===== src/rtl/core_pkg.sv =====
// Shared types and default widths for the core's hazard/scoreboard control.
package core_pkg;

   localparam int unsigned REG_AW_DEFAULT = 5;
   localparam int unsigned MC_LAT_DEFAULT = 4;
   localparam int unsigned CNT_W_DEFAULT  = 4;

   typedef enum logic [1:0] {
      FWD_RF = 2'b00,
      FWD_W  = 2'b01,
      FWD_M  = 2'b10
   } fwd_sel_t;

   typedef enum logic {
      SB_IDLE = 1'b0,
      SB_BUSY = 1'b1
   } sb_state_t;

endpackage


===== src/rtl/hazard_scoreboard_if.sv =====
// Pipeline-side bundle for the hazard unit; HAZARD_PERF_EN adds the event counters.
interface hazard_scoreboard_if #(
   parameter int unsigned REG_AW = core_pkg::REG_AW_DEFAULT
);
   logic [REG_AW-1:0] r1AddrD;
   logic [REG_AW-1:0] r2AddrD;
   logic [REG_AW-1:0] rdD;
   logic              regWriteD;
   logic              mcOpD;
   logic [REG_AW-1:0] r1AddrE;
   logic [REG_AW-1:0] r2AddrE;
   logic [REG_AW-1:0] rdE;
   logic              regSrcE0;
   logic              mcOpE;
   logic [REG_AW-1:0] rdM;
   logic [REG_AW-1:0] rdW;
   logic              regWriteM;
   logic              regWriteW;
   logic              wrongBranchE;

   core_pkg::fwd_sel_t fwdAE;
   core_pkg::fwd_sel_t fwdBE;
   logic              stallF;
   logic              stallD;
   logic              flushD;
   logic              flushE;
   logic              mcBusy;
   logic              mcWbValid;
   logic [REG_AW-1:0] mcWbRd;
`ifdef HAZARD_PERF_EN
   logic [31:0]       stallCnt;
   logic [31:0]       flushCnt;
   logic [31:0]       mcStallCnt;
`endif

   modport master (
      output r1AddrD, r2AddrD, rdD, regWriteD, mcOpD,
      output r1AddrE, r2AddrE, rdE, regSrcE0, mcOpE,
      output rdM, rdW, regWriteM, regWriteW, wrongBranchE,
      input  fwdAE, fwdBE, stallF, stallD, flushD, flushE,
      input  mcBusy, mcWbValid, mcWbRd
`ifdef HAZARD_PERF_EN
      , input stallCnt, flushCnt, mcStallCnt
`endif
   );

   modport slave (
      input  r1AddrD, r2AddrD, rdD, regWriteD, mcOpD,
      input  r1AddrE, r2AddrE, rdE, regSrcE0, mcOpE,
      input  rdM, rdW, regWriteM, regWriteW, wrongBranchE,
      output fwdAE, fwdBE, stallF, stallD, flushD, flushE,
      output mcBusy, mcWbValid, mcWbRd
`ifdef HAZARD_PERF_EN
      , output stallCnt, flushCnt, mcStallCnt
`endif
   );

endinterface


===== src/rtl/mc_scoreboard.sv =====
// Occupancy tracker for the single fixed-latency mul/div unit: issue, countdown,
// writeback pulse, and the RAW/WAW/structural hazard terms against the in-flight op.
module mc_scoreboard
   import core_pkg::*;
#(
   parameter int unsigned REG_AW = REG_AW_DEFAULT,
   parameter int unsigned MC_LAT = MC_LAT_DEFAULT,
   parameter int unsigned CNT_W  = CNT_W_DEFAULT
) (
   input  logic              clk,
   input  logic              rst,
   input  logic              op_e,
   input  logic [REG_AW-1:0] rd_e,
   input  logic              op_d,
   input  logic [REG_AW-1:0] src1_d,
   input  logic [REG_AW-1:0] src2_d,
   input  logic [REG_AW-1:0] dst_d,
   input  logic              dst_we_d,
   output logic              busy,
   output logic              wb_valid,
   output logic [REG_AW-1:0] wb_rd,
   output logic              raw,
   output logic              waw,
   output logic              mc_struct
);

   sb_state_t         state_q, state_d;
   logic [REG_AW-1:0] pend_q, pend_d;
   logic [CNT_W-1:0]  cnt_q, cnt_d;

   always_ff @(posedge clk) begin
      if (rst) begin
         state_q <= SB_IDLE;
         pend_q  <= '0;
         cnt_q   <= '0;
      end else begin
         state_q <= state_d;
         pend_q  <= pend_d;
         cnt_q   <= cnt_d;
      end
   end

   // An op with rd==0 still occupies the unit; pend stays 0 so it never raises RAW/WAW.
   always_comb begin
      state_d = state_q;
      pend_d  = pend_q;
      cnt_d   = cnt_q;
      case (state_q)
         SB_IDLE: begin
            if (op_e) begin
               state_d = SB_BUSY;
               pend_d  = rd_e;
               cnt_d   = CNT_W'(MC_LAT - 1);
            end
         end
         SB_BUSY: begin
            if (cnt_q == '0) begin
               state_d = SB_IDLE;
            end else begin
               cnt_d = cnt_q - CNT_W'(1);
            end
         end
         default: state_d = SB_IDLE;
      endcase
   end

   always_comb begin
      busy      = (state_q == SB_BUSY);
      wb_valid  = busy && (cnt_q == '0);
      wb_rd     = pend_q;
      raw       = busy && (pend_q != '0) && ((src1_d == pend_q) || (src2_d == pend_q));
      waw       = busy && (pend_q != '0) && dst_we_d && (dst_d == pend_q);
      mc_struct = op_d && (busy || op_e);
   end

endmodule


===== src/rtl/hazard_scoreboard.sv =====
// Hazard unit for the 5-stage core: M/W forwarding, load-use and long-op stalls,
// branch flushes. Optional event counters under HAZARD_PERF_EN.
module hazard_scoreboard
   import core_pkg::*;
#(
   parameter int unsigned REG_AW = REG_AW_DEFAULT,
   parameter int unsigned MC_LAT = MC_LAT_DEFAULT,
   parameter int unsigned CNT_W  = CNT_W_DEFAULT
) (
   input logic                clk,
   input logic                rst,
   hazard_scoreboard_if.slave hz
);

   logic lw_stall;
   logic mc_raw;
   logic mc_raw_issue;
   logic mc_waw;
   logic mc_struct;
   logic stall;

   function automatic fwd_sel_t fwd_sel(input logic [REG_AW-1:0] src,
                                        input logic [REG_AW-1:0] rd_m,
                                        input logic              we_m,
                                        input logic [REG_AW-1:0] rd_w,
                                        input logic              we_w);
      if (we_m && (rd_m != '0) && (src == rd_m))      return FWD_M;
      else if (we_w && (rd_w != '0) && (src == rd_w)) return FWD_W;
      else                                            return FWD_RF;
   endfunction

   mc_scoreboard #(
      .REG_AW (REG_AW),
      .MC_LAT (MC_LAT),
      .CNT_W  (CNT_W)
   ) u_mc_scoreboard (
      .clk       (clk),
      .rst       (rst),
      .op_e      (hz.mcOpE),
      .rd_e      (hz.rdE),
      .op_d      (hz.mcOpD),
      .src1_d    (hz.r1AddrD),
      .src2_d    (hz.r2AddrD),
      .dst_d     (hz.rdD),
      .dst_we_d  (hz.regWriteD),
      .busy      (hz.mcBusy),
      .wb_valid  (hz.mcWbValid),
      .wb_rd     (hz.mcWbRd),
      .raw       (mc_raw),
      .waw       (mc_waw),
      .mc_struct (mc_struct)
   );

   // A mispredict squashes D anyway, so it overrides the hold on F/D.
   always_comb begin
      hz.fwdAE = fwd_sel(hz.r1AddrE, hz.rdM, hz.regWriteM, hz.rdW, hz.regWriteW);
      hz.fwdBE = fwd_sel(hz.r2AddrE, hz.rdM, hz.regWriteM, hz.rdW, hz.regWriteW);

      lw_stall     = hz.regSrcE0 && (hz.rdE != '0) &&
                     ((hz.r1AddrD == hz.rdE) || (hz.r2AddrD == hz.rdE));
      mc_raw_issue = hz.mcOpE && (hz.rdE != '0) &&
                     ((hz.r1AddrD == hz.rdE) || (hz.r2AddrD == hz.rdE));
      stall        = lw_stall || mc_raw || mc_raw_issue || mc_waw || mc_struct;

      hz.stallF = stall && !hz.wrongBranchE;
      hz.stallD = stall && !hz.wrongBranchE;
      hz.flushD = hz.wrongBranchE;
      hz.flushE = stall || hz.wrongBranchE;
   end

`ifdef HAZARD_PERF_EN
   logic mc_any;
   assign mc_any = mc_raw || mc_raw_issue || mc_waw || mc_struct;

   // Saturating event counters.
   always_ff @(posedge clk) begin
      if (rst) begin
         hz.stallCnt   <= '0;
         hz.flushCnt   <= '0;
         hz.mcStallCnt <= '0;
      end else begin
         if (hz.stallD && (hz.stallCnt != '1))   hz.stallCnt   <= hz.stallCnt + 32'd1;
         if (hz.flushE && (hz.flushCnt != '1))   hz.flushCnt   <= hz.flushCnt + 32'd1;
         if (mc_any && (hz.mcStallCnt != '1))    hz.mcStallCnt <= hz.mcStallCnt + 32'd1;
      end
   end
`endif

endmodule


===== src/flat_wrapper.sv =====
// flat-port wrapper written by rule: the top's interface ports become plain ports
module hazard_scoreboard_flat import core_pkg::*;
#(
   parameter int unsigned REG_AW = REG_AW_DEFAULT,
   parameter int unsigned MC_LAT = MC_LAT_DEFAULT,
   parameter int unsigned CNT_W  = CNT_W_DEFAULT
)
  (clk, rst, hz_r1AddrD, hz_r2AddrD, hz_rdD, hz_regWriteD, hz_mcOpD, hz_r1AddrE, hz_r2AddrE, hz_rdE, hz_regSrcE0, hz_mcOpE, hz_rdM, hz_rdW, hz_regWriteM, hz_regWriteW, hz_wrongBranchE, hz_fwdAE, hz_fwdBE, hz_stallF, hz_stallD, hz_flushD, hz_flushE, hz_mcBusy, hz_mcWbValid, hz_mcWbRd);
  hazard_scoreboard_if #(.REG_AW(REG_AW)) hz_i ();
  input logic clk;
  input logic rst;
  input wire logic [$bits(hz_i.r1AddrD)-1:0] hz_r1AddrD;
  input wire logic [$bits(hz_i.r2AddrD)-1:0] hz_r2AddrD;
  input wire logic [$bits(hz_i.rdD)-1:0] hz_rdD;
  input wire logic [$bits(hz_i.regWriteD)-1:0] hz_regWriteD;
  input wire logic [$bits(hz_i.mcOpD)-1:0] hz_mcOpD;
  input wire logic [$bits(hz_i.r1AddrE)-1:0] hz_r1AddrE;
  input wire logic [$bits(hz_i.r2AddrE)-1:0] hz_r2AddrE;
  input wire logic [$bits(hz_i.rdE)-1:0] hz_rdE;
  input wire logic [$bits(hz_i.regSrcE0)-1:0] hz_regSrcE0;
  input wire logic [$bits(hz_i.mcOpE)-1:0] hz_mcOpE;
  input wire logic [$bits(hz_i.rdM)-1:0] hz_rdM;
  input wire logic [$bits(hz_i.rdW)-1:0] hz_rdW;
  input wire logic [$bits(hz_i.regWriteM)-1:0] hz_regWriteM;
  input wire logic [$bits(hz_i.regWriteW)-1:0] hz_regWriteW;
  input wire logic [$bits(hz_i.wrongBranchE)-1:0] hz_wrongBranchE;
  output wire logic [$bits(hz_i.fwdAE)-1:0] hz_fwdAE;
  output wire logic [$bits(hz_i.fwdBE)-1:0] hz_fwdBE;
  output wire logic [$bits(hz_i.stallF)-1:0] hz_stallF;
  output wire logic [$bits(hz_i.stallD)-1:0] hz_stallD;
  output wire logic [$bits(hz_i.flushD)-1:0] hz_flushD;
  output wire logic [$bits(hz_i.flushE)-1:0] hz_flushE;
  output wire logic [$bits(hz_i.mcBusy)-1:0] hz_mcBusy;
  output wire logic [$bits(hz_i.mcWbValid)-1:0] hz_mcWbValid;
  output wire logic [$bits(hz_i.mcWbRd)-1:0] hz_mcWbRd;
  assign hz_i.r1AddrD = hz_r1AddrD;
  assign hz_i.r2AddrD = hz_r2AddrD;
  assign hz_i.rdD = hz_rdD;
  assign hz_i.regWriteD = hz_regWriteD;
  assign hz_i.mcOpD = hz_mcOpD;
  assign hz_i.r1AddrE = hz_r1AddrE;
  assign hz_i.r2AddrE = hz_r2AddrE;
  assign hz_i.rdE = hz_rdE;
  assign hz_i.regSrcE0 = hz_regSrcE0;
  assign hz_i.mcOpE = hz_mcOpE;
  assign hz_i.rdM = hz_rdM;
  assign hz_i.rdW = hz_rdW;
  assign hz_i.regWriteM = hz_regWriteM;
  assign hz_i.regWriteW = hz_regWriteW;
  assign hz_i.wrongBranchE = hz_wrongBranchE;
  assign hz_fwdAE = hz_i.fwdAE;
  assign hz_fwdBE = hz_i.fwdBE;
  assign hz_stallF = hz_i.stallF;
  assign hz_stallD = hz_i.stallD;
  assign hz_flushD = hz_i.flushD;
  assign hz_flushE = hz_i.flushE;
  assign hz_mcBusy = hz_i.mcBusy;
  assign hz_mcWbValid = hz_i.mcWbValid;
  assign hz_mcWbRd = hz_i.mcWbRd;
  hazard_scoreboard #(.REG_AW(REG_AW), .MC_LAT(MC_LAT), .CNT_W(CNT_W)) u_core (.clk(clk), .rst(rst), .hz(hz_i));
endmodule

===== config.mk =====
export PLATFORM = sky130hd
export DESIGN_NAME = hazard_scoreboard_flat
export DESIGN_NICKNAME = d
export VERILOG_FILES = /design/src/rtl/core_pkg.sv /design/src/rtl/hazard_scoreboard_if.sv /design/src/rtl/mc_scoreboard.sv /design/src/rtl/hazard_scoreboard.sv /design/src/flat_wrapper.sv
export SDC_FILE = /design/constraint.sdc
export NUM_CORES = 1
export LEC_CHECK = 0
export BUFFER_PORTS_ARGS = -buffer_cell sky130_fd_sc_hd__buf_4
export CORE_MARGIN = 4
export CORE_UTILIZATION = 46
export DETAILED_ROUTE_END_ITERATION = 7
export GPL_ROUTABILITY_DRIVEN = 0
export PLACE_DENSITY = 0.91
export RECOVER_POWER = 100
export SETUP_SLACK_MARGIN = 0.3
export SYNTH_ARGS = -nofsm -noshare
export SYNTH_HDL_FRONTEND = slang
export SYNTH_SLANG_ARGS = --single-unit

===== constraint.sdc =====
create_clock -name clk -period 3 [get_ports clk]
set_input_delay 0.6 -clock clk [delete_from_list [all_inputs] [get_ports clk]]
set_output_delay 0.6 -clock clk [all_outputs]
set_load 0.01 [all_outputs]

Word level (Yosys, flattened, before mapping)
Index checks and enable logic that the tools add are counted.
- bitwise operators: 1
- reductions and logical operators: 33
- add/subtract/negate cells: 1
- mux-type cells: 10
- equal/unequal tests: 11
- operators with widths (kind ; number):
    5-bit == test ; 9
    5-bit nonzero test ; 4
    1-bit logical AND ; 17
    1-bit logical OR ; 8
    4-bit 2-to-1 mux ; 2
    4-bit one-hot mux with 2 select lines ; 1
    4-bit logical NOT ; 1
    1-bit 2-to-1 mux ; 4
    2-bit 2-to-1 mux ; 2
    2-bit inequality test, second input constant ; 2
    2-bit AND reduction ; 2
    4-bit by 1-bit subtractor with 4-bit output, second input constant ; 1
    1-bit one-hot mux with 2 select lines ; 1
    1-bit logical NOT ; 1
    1-bit inverter ; 1
- input port bits: 49
- logic and storage cells: 59
- flip-flop bits (word level): 10

Longest topological paths before layout
Gate-level depths: netlist of run 1.
- word-level depth: 8
- mapped depth: 7
- depth with buffers taken out: 7

Modules after synthesis
From an unflattened synthesis of run 1, not the netlist that was laid out.
- cell total of the unflattened synthesis: 128
- area, all modules: 1071.0 um^2
- by module, submodules not included (module ; times used ; cells an instance ; area each (um^2) ; sequential area each (um^2)):
    mc_scoreboard ; 1 ; 72 ; 634.4 ; 200.2
    hazard_scoreboard ; 1 ; 56 ; 436.7 ; 0.0

Worst setup path before layout of run 1
Ideal clock, no wire load.
- path kind: input -> output
- start point: in hz_rdD[2]
- end point: out hz_stallF
- data arrival time: 1801 ps
- buffers on the path: 1
- stages: 6
- path slack: 599 ps
- data required time: 2400 ps
- cells stage by stage: xor2_1 > nor4_1 > nand3_1 > a31o_2 > a31oi_1 > buf_4
- word-level cells in the longest chain between the ends: 5
- RTL lines (element ; RTL line ; source):
    from (decl) ; flat_wrapper.sv:14 ; input wire logic [$bits(hz_i.rdD)-1:0] hz_rdD;
    5-bit == test ; mc_scoreboard.sv:72 ; waw = busy && (pend_q != '0) && dst_we_d && (dst_d == pend_q);
    1-bit logical AND ; mc_scoreboard.sv:72 ;
    1-bit logical OR (2 in a row) ; hazard_scoreboard.sv:63 ; stall = lw_stall || mc_raw || mc_raw_issue || mc_waw || mc_struct;
    1-bit logical AND ; - ;
    to (decl) ; flat_wrapper.sv:29 ; output wire logic [$bits(hz_i.stallF)-1:0] hz_stallF;
Every way passes these cells.

Final worst setup path of run 1
- start point: reg u_core.u_mc_scoreboard.pend_q[2], in the netlist u_core.u_mc_scoreboard.wb_rd[2]
- end point: out hz_stallD
- word-level cells in the longest chain between the ends: 8
- elaborated cells on any way between the ends: 14
- classes of those cells: eq/ne (3); reduce/logical (11)
- RTL lines (element ; RTL line ; source):
    from (decl) ; mc_scoreboard.sv:28 ; logic [REG_AW-1:0] pend_q, pend_d;
    from (signal assigned) ; mc_scoreboard.sv:38 ; pend_q <= pend_d;
    5-bit == test / 5-bit nonzero test (equally long branches) ; mc_scoreboard.sv:71, mc_scoreboard.sv:72 ;
    1-bit logical OR / 1-bit logical AND (equally long branches) ; mc_scoreboard.sv:71, mc_scoreboard.sv:72 ;
    1-bit logical AND ; mc_scoreboard.sv:71 ; raw = busy && (pend_q != '0) && ((src1_d == pend_q) || (src2_d == pend_q));
    1-bit logical OR (2 in a row) ; hazard_scoreboard.sv:63 ;
    1-bit logical OR (*) (2 in a row) ; hazard_scoreboard.sv:63 ;
    1-bit logical AND (*) ; hazard_scoreboard.sv:66 ; hz.stallD = stall && !hz.wrongBranchE;
    to (decl) ; flat_wrapper.sv:30 ; output wire logic [$bits(hz_i.stallD)-1:0] hz_stallD;
Every way passes the cells marked *; elsewhere a longest branch is shown, timed or not.

==> results of run 1 <==
state kept, by name, summed over array words and instances, names as in the netlist:
name	flops
u_core.u_mc_scoreboard.cnt_q	4
u_core.u_mc_scoreboard.wb_rd	5
u_core.u_mc_scoreboard.busy	1
Yosys cell counts (2+ instances only):
master / n
xor2_1: 24
mux2i_1: 5
o21ai_0: 4
nor2b_1: 2
inv_1: 3
nand2_1: 3
nor3_1: 3
nor4_2: 2
a211oi_1: 2
nor2_1: 9
nand3_1: 7
dfxtp_1: 10
o31a_1: 2
or4_1: 6
xnor2_1: 21
buf_4: 2
a21oi_1: 2
nor4_1: 4
nand4b_1: 2
power breakdown:
| group | switching, mW | leakage, nW | internal (mW) |
|---|---|---|---|
| sequential | 0.0192 | 0.0824 | 0.143 |
| clock | 0.0493 | 0.0210 | 0.0738 |
| combinational | 0.0893 | 0.522 | 0.103 |
cell usage in the layout (no fill, tap or decap), types with 2 or more instances in the layout:
cell | netlist | layout
nor3_1 | 3 | 3
nor4_1 | 4 | 4
clkbuf_4 | 0 | 3
nor4_2 | 2 | 2
dfxtp_1 | 10 | 10
nor2_1 | 9 | 9
nand3_1 | 7 | 7
nor2b_1 | 2 | 2
clkbuf_1 | 1 | 15
xor2_1 | 24 | 24
inv_1 | 3 | 3
a211oi_1 | 2 | 2
o31a_1 | 2 | 2
or4_1 | 6 | 6
xnor2_1 | 21 | 21
nand4b_1 | 2 | 2
nand2_1 | 3 | 3
a21oi_1 | 2 | 2
o21ai_0 | 4 | 4
mux2i_1 | 5 | 5
buf_4 | 2 | 48
cells by family (layout without fill, tap and decap cells):
group | count (synthesis) | count (layout) | synth area share, %
multiplexers | 5 | 5 | 4.878
buffers and inverters | 7 | 70 | 3.291
flip-flops | 10 | 10 | 19.51
AND/OR/NAND/NOR | 39 | 39 | 22.32
adder cells (fa/ha/maj) | 1 | 1 | 1.219
XOR/XNOR | 45 | 45 | 38.41
AO/OA/AOI/OAI | 16 | 16 | 10.37
cell type report:
class                   instances  share of cell area [%]
multi-input cells             106                   53.15
repair buffers                 63                   27.96
flip-flops and latches         10                   13.43
clock buffers                   4                   2.435
well taps                      27                   2.267
inverters                       3                  0.7557
layer usage:
layer	vias up	wire length, um
li1	561	-
met1	526	1358
met2	43	1651
met3	14	212
met4	0	99
met5	-	0
worst max-delay path, cell delays in order, from the launching register on:
cell and delay [ns]:
dfxtp_1 0.50, xor2_1 0.11, nor4_1 0.29, nand3_1 0.14, a31o_2 0.26, a31oi_1 0.25
clkbuf_1 0.20
metrics by stage:
stage | instances | worst slack, ns | hold WS [ns] | power [mW]
3_3_place_gp | 209 | 0.5108 | 0.5047 | 0.3562
4_1_cts | 213 | 0.4359 | 0.5379 | 0.4877
2_1_floorplan | 123 | 0.5991 | 0.4831 | 0.2621
5_1_grt | 213 | 0.3134 | 0.5731 | 0.5055
3_5_place_dp | 209 | 0.4360 | 0.5285 | 0.3661
6_report | 213 | 0.3752 | 0.5388 | 0.4783
how the worst min path moves through the flow:
stage	from	endpoint	slack (ns)	cells past startpoint
after floorplan	u_core.u_mc_scoreboard.cnt_q[0]	u_core.u_mc_scoreboard.cnt_q[0]	0.48	1
after global placement	u_core.u_mc_scoreboard.cnt_q[0]	u_core.u_mc_scoreboard.cnt_q[0]	0.50	1
after detailed placement	u_core.u_mc_scoreboard.cnt_q[0]	u_core.u_mc_scoreboard.cnt_q[0]	0.53	1
after CTS	u_core.u_mc_scoreboard.cnt_q[0]	u_core.u_mc_scoreboard.cnt_q[0]	0.54	1
after global routing	u_core.u_mc_scoreboard.cnt_q[3]	u_core.u_mc_scoreboard.cnt_q[3]	0.57	2
final	u_core.u_mc_scoreboard.cnt_q[0]	u_core.u_mc_scoreboard.cnt_q[0]	0.54	1
==> results.yml, run 1 <==
floorplanning:
  start_util_pct: 50.25
  coreArea_um2: 2042
  boundaryPins: 64
  die_y_um: 55.23
  die_area_um2: 3050
  fp-row-count: 16
  die_w_um: 55.23
critical_path:
  r2r_cells: 7
  critPathArrivalTime_ns: 2.02
  r2r_setup_slack_ns: 1.43
  criticalPathCategory: "flop to output pin"
  end_kind: "output pin"
  crit_start: "u_core.u_mc_scoreboard.wb_rd[2]"
  reg2reg_from: "u_core.u_mc_scoreboard.cnt_q[0]"
  path_max_fanout: 6
  cp-endpoint: "hz_stallD"
  cp.required_ns: 2.40
  r2r_end: "u_core.u_mc_scoreboard.cnt_q[1]"
  startpoint_type: "flop"
clocking:
  clk_latency_ns: 0.27
  cts.sinks: 10
  htreeDepth: 1
  clock_path_buffers: 2
  cts_tree: "done"
  cts.clk_slew.worst_paths_ns: 0.07
  cts_root_buf: "clkbuf_4"
  hold_buffers: 0
  numCtsBuffers: 3
  ctsResizeCount: 0
  cts_setup_buffers: 0
global_routing:
  gr-total-overflow: 0
  grtUsageTotal_pct: 21.54
  grtUsageMet3_pct: 3.263
  grt_max_degree: 11
  grt_first_pass_wirelength_um: 5416
  grt_pass1_vias: 1190
  antenna_found_initial: 0
  use_met2_pct: 37.67
  gr-max-usage-layer: "met2"
  groute.layer.met1.usage_pct: 25.63
timing:
  max_slew_margin_pct: 64.67
  worst_pin_slew_ns: 0.5289
  finalHoldViolations: 0
  rsz0062_at_grt: "false"
  setup_viol: 0
  fin_crit_sh_pct: 87.49
  fmax_mhz: 381.0
  slew_viol_final: 0
  finClkSkew_ns: 0.002206
  min_period_ns: 2.625
  fin_setup_tns_ns: 0
drt:
  post_drt_wl_per_cell_um: 15.60
  remaining_drc_errors: 0
  post_drt_via_cell_ratio: 5.371
  num_vias: 1144
  totalWireLength_um: 3322
  drt-initial-drc-count: 20
  dr.pass1.iters: 4
  drtAntennaViolNets: 0
synthesis:
  yosys_warnings: 0
  syn_nets: 173
  synth_ff_type: "dfxtp_1"
  synth_top_area_cell: "xor2_1"
  async_flop_share_pct: 0
  synthesis.area_um2: 1026
  syn_inst: 123
  ys_seq_elements: 10
  synth_edf_count: 0
  syn_avg_cell_area_um2: 8.341
  ys_seq_area_share_pct: 19.51
  yosys.area.top_type_share_pct: 20.49
  yosys-top-cells-area: "xor2_1 20%, dfxtp_1 20%, xnor2_1 18%"
  yosysUniqueCellTypes: 29
final_layout:
  drive_gt1_share_pct: 30.11
  synthToLayoutAreaGrowth_pct: 45.24
  regArea_um2: 200.2
  fin_nets: 237
  multi_input_area_um2: 792.0
  design_area_um2: 1490
  antennaDiodeCount: 0
  fillers: 171
  post-route-util_pct: 72.98
hold_path:
  min_path_type: "flop to flop"
pwr:
  leakage_nw: 0.6252
  ir_drop_mv: 0.2735
  power_density_nw_per_um2: 321.0
placement:
  io_buffers: 63
  place_area_um2: 1510
  post-dp-hpwl_um: 2773
job:
  drv_cap: 0
status:
  status: "finished clean"
(Power assumes the default switching activity.)
==> run 2: changes to the inputs <==
- CORE_UTILIZATION: 46 -> 30
- CTS_CLUSTER_SIZE: unset -> 20
- PLACE_DENSITY: 0.91 -> 0.66
==> results.yml, run 2 (same netlist as run 1, synthesis figures left out) <==
status:
  status: "finished clean"
drt:
  num_vias: 1135
  drt-initial-drc-count: 19
  dr.pass1.iters: 4
  post_drt_via_cell_ratio: 4.935
  drtAntennaViolNets: 0
  remaining_drc_errors: 0
  totalWireLength_um: 3346
  post_drt_wl_per_cell_um: 14.55
pwr:
  power_mw: 0.4739
  leakage_nw: 0.6324
  power_density_nw_per_um2: 312.8
  intPower_mw: 0.3208
  p_sw_share_pct: 32.30
  seqPwrFrac_pct: 34.1
  clockPowerShare_pct: 25.6
  comb_power_share_pct: 40.4
  ir_drop_mv: 0.2505
  p_sw_mw: 0.1531
critical_path:
  path_cells: "buf_4 -> or4_1 -> o21ai_0 -> nor4_1 -> nor4_2 -> clkbuf_1"
  cp.required_ns: 2.40
  criticalPathCategory: "primary input to output pin"
  cpLargestDelayFamily: "simple AND/OR/NAND/NOR gates"
  critPathArrivalTime_ns: 2.07
  path_max_fanout: 3
  cp_slowest_cell: "or4_1"
  cpPeakStageDelay_ns: 0.50
  critical_path_buf_inv_count: 2
  startpoint_type: "primary input"
  end_kind: "output pin"
final_layout:
  antennaDiodeCount: 0
  drive_gt1_share_pct: 30.65
  final_common_cell: "buf_4"
  fin_nets: 237
  synthToLayoutAreaGrowth_pct: 47.68
  largest_register_ffs: 5
  most-common-layout-cells: "50 x buf_4, 24 x xor2_1, 21 x xnor2_1"
global_routing:
  grtUsageTotal_pct: 15.27
  grt_first_pass_wirelength_um: 5292
  grt_max_degree: 11
  gr-max-usage-layer: "met2"
  groute.layer.met1.usage_pct: 17.90
  gr-total-overflow: 0
  grt_pass1_vias: 1195
  use_met2_pct: 28.75
  grtUsageMet3_pct: 2.530
  antenna_found_initial: 0
clocking:
  cts.sinks: 10
  numCtsBuffers: 3
  hold_buffers: 0
  cts_tree: "done"
  cts.clk_slew.worst_paths_ns: 0.06
  cts_root_buf: "clkbuf_4"
  clock_path_buffers: 2
  clk_latency_ns: 0.26
  htreeDepth: 1
placement:
  post-dp-hpwl_um: 2882
  io_buffers: 63
  place_ws_ns: 0.4479
timing:
  min_period_ns: 2.673
  fmax_mhz: 374.1
  fin_crit_sh_pct: 89.10
  max_slew_margin_pct: 64.30
  worst_pin_slew_ns: 0.5343
  rsz0062_at_grt: "false"
  finalHoldViolations: 0
  setup_viol: 0
  slew_viol_final: 0
  finClkSkew_ns: 0.004296
  fin_setup_tns_ns: 0
  setup_slack_ns: 0.3271
floorplanning:
  start_util_pct: 32.54
  coreArea_um2: 3153
  fp-row-count: 20
  die_w_um: 66.48
  die_y_um: 66.48
  die_area_um2: 4420
  boundaryPins: 64
hold_path:
  min_path_type: "flop to flop"
job:
  drv_cap: 0
-- run 2: cell count changes in the layout (fill, tap and decap cells not counted), sizes merged --
cell,before,now
buf,48,50
clkbuf,19,17
-- run 2: power by group through the flow --
stage,clock network [mW],registers [mW],logic (mW)
after CTS,0.123,0.162,0.202
after detailed placement,0,0.165,0.201
after global placement,0,0.164,0.195
after floorplan,0,0.162,0.0998
after global routing,0.134,0.164,0.211
final,0.121,0.162,0.191
-- run 2: layout make-up --
type	instances	area [um^2]
well taps	44	55.05
fillers	348	1638
multi-input cells	106	788.3
flip-flops and latches	10	200.2
inverters	3	11.26
clock buffers	4	36.28
repair buffers	63	424.2
-- run 2: timing repair --
action                     4_1_cts  5_1_grt
setup buffers                    0        0
resized for setup                0        1
setup endpoints to repair        0        2
-- run 2: worst paths after layout --
check | startpoint | endpoint | slack, ns | cells past startpoint
worst max register to register | u_core.u_mc_scoreboard.cnt_q[0] | u_core.u_mc_scoreboard.cnt_q[0] | 1.46 | 7
worst min-delay path | u_core.u_mc_scoreboard.cnt_q[0] | u_core.u_mc_scoreboard.cnt_q[0] | 0.53 | 1
worst min register to register | u_core.u_mc_scoreboard.cnt_q[0] | u_core.u_mc_scoreboard.cnt_q[0] | 0.53 | 1
worst max-delay path | hz_rdM[1] | hz_fwdAE[0] | 0.33 | 6
-- run 2: routing by layer --
metal | share of wire, % | vias up
met5 | 0 | -
met4 | 0.81 | 0
met3 | 7.6 | 4
met2 | 50 | 43
met1 | 41 | 527
li1 | - | 561
-- run 2: stage by stage --
stage / instance area, um^2 / hold slack, ns / std cells / utilization (%)
2_1_floorplan: 1026 / 0.4831 / 123 / -
3_3_place_gp: 1531 / 0.5073 / 226 / 48.57
3_5_place_dp: 1531 / 0.5207 / 226 / 48.57
4_1_cts: 1568 / 0.5371 / 230 / 49.72
5_1_grt: 1515 / 0.5581 / 230 / 48.06
6_report: 1515 / 0.5306 / 230 / 48.06
==> run 3: changes to the inputs <==
- PLACE_DENSITY: 0.66 -> 0.68
- clock period: 3 -> 2.4 ns (I/O delays scaled with it)
==> results.yml, run 3 (same netlist as run 1, synthesis figures left out) <==
status:
  status: "finished clean"
final_layout:
  most-common-layout-cells: "54 x buf_4, 24 x xor2_1, 20 x xnor2_1"
  drive_gt1_share_pct: 45.88
  antennaDiodeCount: 0
  final_common_cell: "buf_4"
  fin_nets: 245
  largest_register_ffs: 5
  synthToLayoutAreaGrowth_pct: 74.39
drt:
  num_vias: 1192
  post_drt_wl_per_cell_um: 16.37
  drt-initial-drc-count: 45
  totalWireLength_um: 3895
  post_drt_via_cell_ratio: 5.008
  dr.pass1.iters: 6
  remaining_drc_errors: 0
  drtAntennaViolNets: 0
pwr:
  ir_drop_mv: 0.2808
  power_mw: 0.6585
  power_density_nw_per_um2: 368.0
  leakage_nw: 0.7405
placement:
  post-dp-hpwl_um: 2884
  io_buffers: 63
  place_ws_ns: 0.1153
critical_path:
  crit_path_frequent_cell: "nor4_4"
  cpPeakStageDelay_ns: 0.59
  criticalPathCategory: "primary input to output pin"
  startpoint_type: "primary input"
  end_kind: "output pin"
  cp.required_ns: 1.92
  cp_slowest_cell: "or4_1"
  critPathArrivalTime_ns: 1.81
  path_max_fanout: 2
  path_cells: "buf_8 -> or4_1 -> o21ai_4 -> nor4_4 -> nor4_4 -> clkbuf_1"
global_routing:
  grt_first_pass_wirelength_um: 5761
  grt_max_degree: 11
  grtUsageTotal_pct: 16.80
  antenna_found_initial: 0
  gr-total-overflow: 0
  grt_pass1_vias: 1220
clocking:
  cts.sinks: 10
  clk_latency_ns: 0.26
  cts_tree: "done"
  hold_buffers: 0
  numCtsBuffers: 3
  htreeDepth: 1
  clock_path_buffers: 2
  cts_root_buf: "clkbuf_4"
  cts.clk_slew.worst_paths_ns: 0.07
floorplanning:
  fp-row-count: 20
  die_w_um: 66.48
  coreArea_um2: 3153
  die_y_um: 66.48
  start_util_pct: 32.54
  die_area_um2: 4420
  boundaryPins: 64
timing:
  slew_viol_final: 0
  fin_setup_tns_ns: 0
  setup_slack_ns: 0.1134
  worst_pin_slew_ns: 0.5582
  fin_hold_ws_ns: 0.4499
  max_slew_margin_pct: 62.71
  min_period_ns: 2.287
  finalHoldViolations: 0
  rsz0062_at_grt: "true"
  fin_crit_sh_pct: 95.28
  finClkSkew_ns: 0.001217
  setup_viol: 0
  fmax_mhz: 437.3
job:
  drv_cap: 0
hold_path:
  min_path_type: "primary input to flop"
==> run 3: layer usage <==
layer	wire (um)	GRT usage, %
met1	1473	19.37
met2	2047	30.86
met3	294	3.204
met4	80	5.076
met5	0	0
==> run 3: timing repair <==
action | CTS | global route
gates cloned | 0 | 0
setup endpoints to repair | 6 | 8
pin swaps | 14 | 14
gates resized for setup | 27 | 18
setup buffers | 5 | 2
==> run 3: path summary, 6_finish.rpt <==
check | slack (ns) | endpoint | cells past startpoint | start
setup / recovery | 0.11 | hz_fwdAE[0] | 6 | hz_rdM[4]
hold / removal | 0.45 | u_core.u_mc_scoreboard.cnt_q[3] | 2 | rst
setup reg to reg | 0.80 | u_core.u_mc_scoreboard.cnt_q[0] | 7 | u_core.u_mc_scoreboard.cnt_q[0]
hold reg to reg | 0.54 | u_core.u_mc_scoreboard.cnt_q[0] | 1 | u_core.u_mc_scoreboard.cnt_q[0]
==> run 3: final cells by class <==
cell class	instances	area (um^2)
fillers	298	1364
multi-input cells	106	918.4
repair buffers	71	559.3
flip-flops and latches	10	209.0
inverters	3	11.26
well taps	44	55.05
clock buffers	4	36.28
==> run 3: worst max-delay path: cells and delay by family <==
kind	cells	cell delay, ns
buffers and inverters	2	0.29
AND/OR/NAND/NOR	3	0.80
AO/OA/AOI/OAI	1	0.24
==> run 3: per-stage QoR <==
stage	instances	util, %	cell area [um^2]
finish	238	56.75	1789
global route	238	56.75	1789
CTS	236	54.96	1733
detailed placement	227	49.01	1545
global placement	227	49.01	1545
floorplan	123	-	1032
==> run 3: power by group <==
part	switching, mW	internal [mW]	total [mW]
registers	0.0214	0.179	0.200
logic	0.141	0.164	0.305
clock network	0.0610	0.0921	0.153
